<file path="config.mk">
export PLATFORM = sky130hd
export DESIGN_NAME = pipeline_ctrl
export DESIGN_NICKNAME = d
export VERILOG_FILES = /design/src/rtl/pipeline_pkg.sv /design/src/rtl/pipeline_ctrl.sv
export SDC_FILE = /design/constraint.sdc
export NUM_CORES = 1
export LEC_CHECK = 0
export ABC_AREA = 1
export CORE_AREA = 2 2 100 140
export DETAILED_ROUTE_END_ITERATION = 8
export DIE_AREA = 0 0 102 142
export MAX_ROUTING_LAYER = met4
export SLEW_MARGIN = 0
export SYNTH_ARGS = -nofsm -noshare
export SYNTH_HDL_FRONTEND = slang
export SYNTH_SLANG_ARGS = --single-unit
</file>
<file path="constraint.sdc">
create_clock -name clk -period 1.8 [get_ports clk]
set_input_delay 0.54 -clock clk [delete_from_list [all_inputs] [get_ports clk]]
set_output_delay 0.54 -clock clk [all_outputs]
set_load 0.005 [all_outputs]
</file>
<file path="src/rtl/pipeline_pkg.sv">
// Shared types and constants for the pipeline stall/flush controller and the
// pipeline registers it steers.
package pipeline_pkg;

   typedef enum logic {
      RUN     = 1'b0,
      WAIT_IF = 1'b1
   } ctrl_state_t;

   // Stage index doubles as the index of the pipeline register that follows it.
   localparam int STG_PC  = 0;
   localparam int STG_IF  = 1;
   localparam int STG_ID  = 2;
   localparam int STG_EX  = 3;
   localparam int STG_MEM = 4;
   localparam int NUM_STG = 5;

   // Instruction word loaded into IF/ID when it takes a bubble (addi x0,x0,0).
   localparam logic [31:0] NOP_INSTR = 32'h0000_0013;

   // Highest-priority stalling stage, or STG_PC when nothing stalls.
   function automatic logic [2:0] stall_level(input logic req_if, input logic req_id,
                                              input logic req_ex, input logic req_mem);
      logic [2:0] lvl;
      lvl = 3'(STG_PC);
      if (req_if)  lvl = 3'(STG_IF);
      if (req_id)  lvl = 3'(STG_ID);
      if (req_ex)  lvl = 3'(STG_EX);
      if (req_mem) lvl = 3'(STG_MEM);
      return lvl;
   endfunction

endpackage

</file>
<file path="src/rtl/pipeline_ctrl.sv">
// Stall/flush controller for the 5-stage pipeline: per-register enables and
// bubbles, exception redirect sequencing and a saturating stall counter.
module pipeline_ctrl
   import pipeline_pkg::*;
#(
   parameter int ADDR_W = 32,
   parameter int CNT_W  = 32
) (
   input  logic              clk,
   input  logic              rst,
   input  logic              stallreq_if,
   input  logic              stallreq_id,
   input  logic              stallreq_ex,
   input  logic              stallreq_mem,
   input  logic              excp_valid,
   input  logic [ADDR_W-1:0] excp_target,
   output logic              pc_en,
   output logic              pc_load,
   output logic [ADDR_W-1:0] new_pc,
   output logic              if_id_en,
   output logic              id_ex_en,
   output logic              ex_mem_en,
   output logic              mem_wb_en,
   output logic              if_id_bubble,
   output logic              id_ex_bubble,
   output logic              ex_mem_bubble,
   output logic              mem_wb_bubble,
   output logic              flush,
   output logic              busy_redirect,
   output logic [CNT_W-1:0]  stall_cycles
);

   ctrl_state_t       r_state;
   ctrl_state_t       w_state_next;
   logic [ADDR_W-1:0] r_pending_pc;
   logic [ADDR_W-1:0] w_pending_pc_next;
   logic [CNT_W-1:0]  r_stall_cycles;
   logic              w_cnt_inc;
   logic              w_exc;
   logic              w_any_req;
   logic [2:0]        w_lvl;
   logic [NUM_STG-1:1] w_reg_en;
   logic [NUM_STG-1:1] w_reg_bub;

   assign w_exc     = excp_valid & ~stallreq_mem;
   assign w_any_req = stallreq_if | stallreq_id | stallreq_ex | stallreq_mem;
   assign w_lvl     = stall_level(stallreq_if, stallreq_id, stallreq_ex, stallreq_mem);

   // Registers upstream of the stalling stage hold, the one right after it
   // takes the bubble, everything downstream keeps draining.
   genvar gi;
   generate
      for (gi = 1; gi < NUM_STG; gi++) begin : g_reg
         assign w_reg_en[gi]  = (w_lvl == 3'(STG_PC)) || (3'(gi) > w_lvl);
         assign w_reg_bub[gi] = (w_lvl == 3'(gi));
      end
   endgenerate

   always_ff @(posedge clk or negedge rst) begin
      if (!rst) begin
         r_state        <= RUN;
         r_pending_pc   <= '0;
         r_stall_cycles <= '0;
      end else begin
         r_state      <= w_state_next;
         r_pending_pc <= w_pending_pc_next;
         if (w_cnt_inc && !(&r_stall_cycles))
            r_stall_cycles <= r_stall_cycles + CNT_W'(1);
      end
   end

   always_comb begin
      w_state_next      = r_state;
      w_pending_pc_next = r_pending_pc;
      w_cnt_inc         = 1'b0;
      pc_en             = 1'b0;
      pc_load           = 1'b0;
      new_pc            = excp_target;
      if_id_en          = 1'b0;
      id_ex_en          = 1'b0;
      ex_mem_en         = 1'b0;
      mem_wb_en         = 1'b0;
      if_id_bubble      = 1'b0;
      id_ex_bubble      = 1'b0;
      ex_mem_bubble     = 1'b0;
      mem_wb_bubble     = 1'b0;
      flush             = 1'b0;
      busy_redirect     = 1'b0;

      if (!rst) begin
         flush  = 1'b1;
         new_pc = '0;
      end else begin
         case (r_state)
            RUN: begin
               if (w_exc) begin
                  flush = 1'b1;
                  if (!stallreq_if) begin
                     pc_en   = 1'b1;
                     pc_load = 1'b1;
                  end else begin
                     w_state_next      = WAIT_IF;
                     w_pending_pc_next = excp_target;
                  end
               end else begin
                  pc_en         = (w_lvl == 3'(STG_PC));
                  if_id_en      = w_reg_en[STG_IF];
                  id_ex_en      = w_reg_en[STG_ID];
                  ex_mem_en     = w_reg_en[STG_EX];
                  mem_wb_en     = w_reg_en[STG_MEM];
                  if_id_bubble  = w_reg_bub[STG_IF];
                  id_ex_bubble  = w_reg_bub[STG_ID];
                  ex_mem_bubble = w_reg_bub[STG_EX];
                  mem_wb_bubble = w_reg_bub[STG_MEM];
                  w_cnt_inc     = w_any_req;
               end
            end
            WAIT_IF: begin
               // Pipeline is empty here; only the fetch miss matters.
               flush         = 1'b1;
               busy_redirect = 1'b1;
               new_pc        = r_pending_pc;
               if (!stallreq_if) begin
                  pc_en        = 1'b1;
                  pc_load      = 1'b1;
                  w_state_next = RUN;
               end
            end
            default: w_state_next = RUN;
         endcase
      end
   end

   assign stall_cycles = r_stall_cycles;

endmodule

</file>
==> Word-level counts from Yosys, hierarchy flattened <==
Cells that the tools add are included.
W data, S select, Z words.
{ "totals": {"rom_bits": 0, "memories": 0, "inputBits": 39, "out_inout_bits": 76, "latchBits": 0, "regBits": 65, "ramBits": 0, "word_cells": 75} }
{ "classes": {"n_eq_ne": 4, "reduce_logical": 9, "n_div": 0, "n_mux": 48, "addsub": 1, "n_shift": 0, "magnitude_cmp": 4, "bitwise": 6, "mul": 0} }
{ "ops": {"columns": ["operator", "n"], "rows": [
  ["$mux W32", 2],
  ["$mux W1", 39],
  ["$add A32 B1 Y32 const B", 1],
  ["$reduce_and A32 Y1", 1],
  ["$pmux W1 S2", 4],
  ["$eq A3 B2 Y1 const B", 2],
  ["$gt A2 B3 Y1 const A", 2],
  ["$mux W3", 2],
  ["$logic_or A1 B1 Y1", 4],
  ["$reduce_and A4 Y1", 1],
  ["$eq A3 B1 Y1 const B", 1],
  ["$eq A3 B3 Y1 const B", 1],
  ["$gt A1 B3 Y1 const A", 1],
  ["$gt A3 B3 Y1 const A", 1],
  ["$logic_not A3 Y1", 1],
  ["$or A1 B1 Y1", 3],
  ["$mux W2", 1],
  ["$not A1 Y1", 2],
  ["$and A1 B1 Y1", 1],
  ["$logic_and A1 B1 Y1", 1],
  ["$logic_not A1 Y1", 1]
]} }

==> Longest topological paths before layout <==
Gate-level depths: netlist (run 1).
{ "logic_depth": {"depth_word": 9, "ltp_mapped": 11} }

==> Worst setup path after synthesis (run 1) <==
Ideal clock, no wire load.
{ "synth_path": {"path_kind": "input -> output", "start": "input rst", "end": "output new_pc[10]", "required_ps": 1260, "setup_slack_ps": 51, "arrival_time_ps": 1209, "stages": 5, "path_cell_list": "nand2_1 -> inv_1 -> clkbuf_1 -> nand2_1 -> o21ai_0"} }
{ "synth_via": {"elab_chain_len": 1} }
{ "synth_lines": {"columns": ["element", "line", "source"], "rows": [
  ["from (decl)", "pipeline_ctrl.sv:10", "input logic rst,"],
  ["$mux W32", "pipeline_ctrl.sv:90", "if (!rst) begin"],
  ["to (decl)", "pipeline_ctrl.sv:19", "output logic [ADDR_W-1:0] new_pc,"]
]} }
Every way passes these cells.

==> Worst setup path after layout (run 1) <==
{ "layout_path": {"start": "register r_state", "end": "output if_id_en"} }
{ "layout_via": {"elab_chain_len": 2} }
{ "layout_lines": {"columns": ["element", "line", "source"], "rows": [
  ["from (decl)", "pipeline_ctrl.sv:33", "ctrl_state_t r_state;"],
  ["from (signal assigned)", "pipeline_ctrl.sv:65", "r_state <= w_state_next;"],
  ["$mux W1", "pipeline_ctrl.sv:94", "case (r_state)"],
  ["$mux W1", "pipeline_ctrl.sv:90", null],
  ["to (decl)", "pipeline_ctrl.sv:20", "output logic if_id_en,"]
]} }
Every way passes these cells.

==> out/metrics.csv, run 1 <==
stage,metric,value,unit
synthesis,mux cell area share after synthesis,0,%
synthesis,main flop type after synthesis,dfrtp_1,
timing,Peak Freq,495,MHz
clocking,Hold Buf Count CTS,0,
flow_run,max cap viols,0,
synthesis,top-count cell post-synth,nand2_1,
cells_and_area,Finished Core Util,47.8,%
worst_setup_path,CP required,1.26,ns
global_routing,grt peak-use layer,met2,
placed_design,DP HPWL,8.71,mm
timing,unrepaired setup endpoints after global routing,true,
synthesis,main combinational cell family by area after synthesis,simple AND/OR/NAND/NOR gates,
pwr,Pleak,3.03,nW
floorplan,Initial Utilization,29.4,%
synthesis,Post-Syn Area per Cell,6.68,sq um
pwr,peak supply drop,397,uV
synthesis,distinct cell type count after synthesis,26,
placed_design,post-place setup slack,-0.934,ns
timing,slew margin rel.,45.6,%
cells_and_area,share of layout cells above drive strength 1,29.7,%
synthesis,"FFs w/ async S/R, synth",100,%
cells_and_area,"Area growth, synth to finish",62.7,%
clocking,Clock Sinks,65,
worst_setup_path,CP endpoint kind,primary output,
synthesis,synthesized area,3890,sq um
timing,"Period Utilization, post-route",112,%
synthesis,Post-synth EDFFs,0,
synthesis,"Seq/Total Area, Yosys",41.8,%
routing,Routed Antenna Nets,0,
worst_setup_path,reg2reg end,stall_cycles[7],
floorplan,Placeable Area,13300,sq um
placed_design,placed instance count,891,
timing,Hold Slack,0.260,ns
clocking,clock tree root driver cell,clkbuf_16,
worst_setup_path,R2R Path Start,stall_cycles[20],
global_routing,largest net degree at the start of global routing,65,
worst_setup_path,crit path kind,register to primary output,
worst_setup_path,CP max stage delay,0.39,ns
worst_hold_path,Worst Hold Class,primary input to async pin,
worst_setup_path,Critical Path Fanout Max,5,
worst_setup_path,Startpoint Class,register,
clocking,Worst-path clk slew,0.06,ns
worst_setup_path,CP Buf/Inv Count,5,
clocking,Inserted Clock Buffers,9,
global_routing,met2 Usage GRT,33.3,%
routing,Total Wirelength,13.3,mm
cells_and_area,Non-Filler Instances,950,
cells_and_area,Nets,803,
global_routing,vias in the first global route,4248,
routing,DRC,0,
synthesis,Simple-Gate Fraction of Synth Area,36.3,%
synthesis,leading post-synthesis cells by cell area,"dfrtp_1, nand2_1, o21ai_0",
worst_setup_path,Worst path slowest cell,dfrtp_1,
timing,final hold viol count,0,
global_routing,initial antenna violation count,0,
floorplan,cell row count,50,
global_routing,M3 GR Usage,4.22,%
worst_setup_path,Levels on crit path,8,
synthesis,Yosys top cell by area,dfrtp_1,
routing,drt first-iter violations,178,
pwr,PD cells,783,nW/um^2
timing,fin crit period,2.02,ns
synthesis,post-synthesis xor/xnor area fraction,2.92,%
pwr,Final Power,4.96,mW
placed_design,IO buf count,114,
timing,max-slew violation count,0,
clocking,Clock Latency Late Sink,0.32,ns
floorplan,IO Count,115,
worst_setup_path,most frequent cell on the critical path,inv_2,
synthesis,"FF+latch count, synth",65,
global_routing,total track usage,19.2,%
worst_setup_path,crit-path leading delay family,buffers and inverters,
status,status,"complete, but fails checks",
timing,Final Worst Setup Slack,-0.221,ns
worst_setup_path,Worst Setup SP,r_state,
routing,drt wl/cell,14.0,um
placed_design,gpl congestion,0.923,
synthesis,adder-cell share of the synthesized area,0.321,%
clocking,CTS H-tree lvls,3,
timing,final setup violation count,42,
synthesis,"top cells by count, synth","nand2_1, inv_1, dfrtp_1",
floorplan,Die Y,142,um
worst_setup_path,Critical Path AT,1.48,ns
synthesis,yosys warns,0,
timing,clock skew,0.00680,ns
timing,actual slew at the worst max-slew pin,0.816,ns
worst_setup_path,depth of the most critical reg-to-reg path,10,
floorplan,DIE AREA,14500,sq um
worst_setup_path,critical path cell sequence,inv_2 > nand2_4 > buf_4 > nor2_4 > inv_2 > buf_6 > nor2_2 > buf_2,
routing,Pre-antenna DRT Iters,5,
synthesis,Yosys top cell area share,41.8,%
routing,vias per inst,4.52,
global_routing,grt met1 use,20.8,%
worst_setup_path,r2r setup slk,0.09,ns
worst_setup_path,crit path capture,if_id_en,
synthesis,post-synthesis cell count,583,
status,failing checks,negative setup slack,
floorplan,chip width,102,um
synthesis,net count after synthesis,623,
routing,vias after detailed routing,4297,
clocking,CTS tree,built,
global_routing,first-pass GRT wire length,21.0,mm
cells_and_area,n_diodes,0,
global_routing,remaining global-route overflow,0,
clocking,clk buf depth,2,
synthesis,Synth Area in Compound Gates,9.19,%
-- repair_timing --
action | CTS | global route
buffers inserted | 32 | 4
setup endpoints to repair | 74 | 78
gates cloned | 6 | 2
gates resized for setup | 304 | 36
pin swaps | 8 | 3
-- metal layers --
| layer | up-vias | part of all wire, % |
|---|---|---|
| li1 | 2159 | - |
| met5 | - | 0 |
| met2 | 156 | 52 |
| met1 | 1953 | 39 |
| met4 | 0 | 3.2 |
| met3 | 29 | 5.8 |
-- where the power goes --
group	leakage, nW	internal (mW)	total, mW	switching, mW
combinational	2.04	0.556	1.21	0.652
sequential	0.825	1.70	1.82	0.122
clock	0.162	1.28	1.94	0.654
-- metrics by stage --
step,area [sq um],TNS (ns)
2_1_floorplan,3890,0
3_3_place_gp,5430,-41.26
3_5_place_dp,5430,-42.76
4_1_cts,6160,-7.14
5_1_grt,6340,-10.36
6_report,6340,-7.42
-- kinds of logic after synthesis --
family	Yosys count
AO/OA/AOI/OAI	71
AND/OR/NAND/NOR	345
XOR/XNOR	13
flip-flops	65
buffers and inverters	88
adder cells (fa/ha/maj)	1
-- final cells by class --
class,count,area (sq um)
multi-input cells,430,2180
clock inverters,5,77.6
fillers,1355,6930
repair buffers,187,1680
flip-flops and latches,65,1640
well taps,182,228
inverters,70,275
clock buffers,11,253
-- flip-flops by register name (all words and copies together), names as in the netlist --
signal	cells
r_state	1
r_pending_pc	32
stall_cycles	32
-- worst min-delay path by stage --
| stage | startpoint | end | depth (start not counted) |
|---|---|---|---|
| finish | rst | r_state | 2 |
| detailed placement | rst | r_state | 2 |
| global placement | rst | r_state | 2 |
| CTS | rst | r_state | 2 |
| global route | rst | r_state | 2 |
| floorplan | rst | r_pending_pc[0] | 0 |
-- cell usage in the layout (no fill, tap or decap), drive strengths merged --
master         instances
and3                   1
buf                  117
bufinv                 2
clkbuf                14
clkdlybuf4s15          2
clkdlybuf4s50         57
clkinv                 2
clkinvlp               1
dfrtp                 65
dlygate4sd2            8
ha                     1
inv                   70
nand2                250
nand3                 19
nand3b                 2
nand4                  6
nor2                  64
nor3                   2
nor4                   1
o21ai                 69
o22ai                  2
xnor2                  5
xor2                   8
(Power assumes the default switching activity.)
==> run 2, diff against run 1 <==
--- a/config.mk
+++ b/config.mk
@@ -7,8 +7,10 @@
 export LEC_CHECK = 0
 export ABC_AREA = 1
 export CORE_AREA = 2 2 100 140
+export CTS_CLUSTER_SIZE = 14
 export DETAILED_ROUTE_END_ITERATION = 8
 export DIE_AREA = 0 0 102 142
+export HOLD_SLACK_MARGIN = 0.02
 export MAX_ROUTING_LAYER = met4
 export SLEW_MARGIN = 0
 export SYNTH_ARGS = -nofsm -noshare
==> results of run 2 <==
Same layout as run 1: the final DEF is identical, and so are final timing and power.
==> run 3, diff against run 2 <==
--- a/config.mk
+++ b/config.mk
@@ -6,6 +6,7 @@
 export NUM_CORES = 1
 export LEC_CHECK = 0
 export ABC_AREA = 1
+export CAP_MARGIN = 15
 export CORE_AREA = 2 2 100 140
 export CTS_CLUSTER_SIZE = 14
 export DETAILED_ROUTE_END_ITERATION = 8
==> results of run 3 <==
Same layout as run 1: the final DEF is identical, and so are final timing and power.
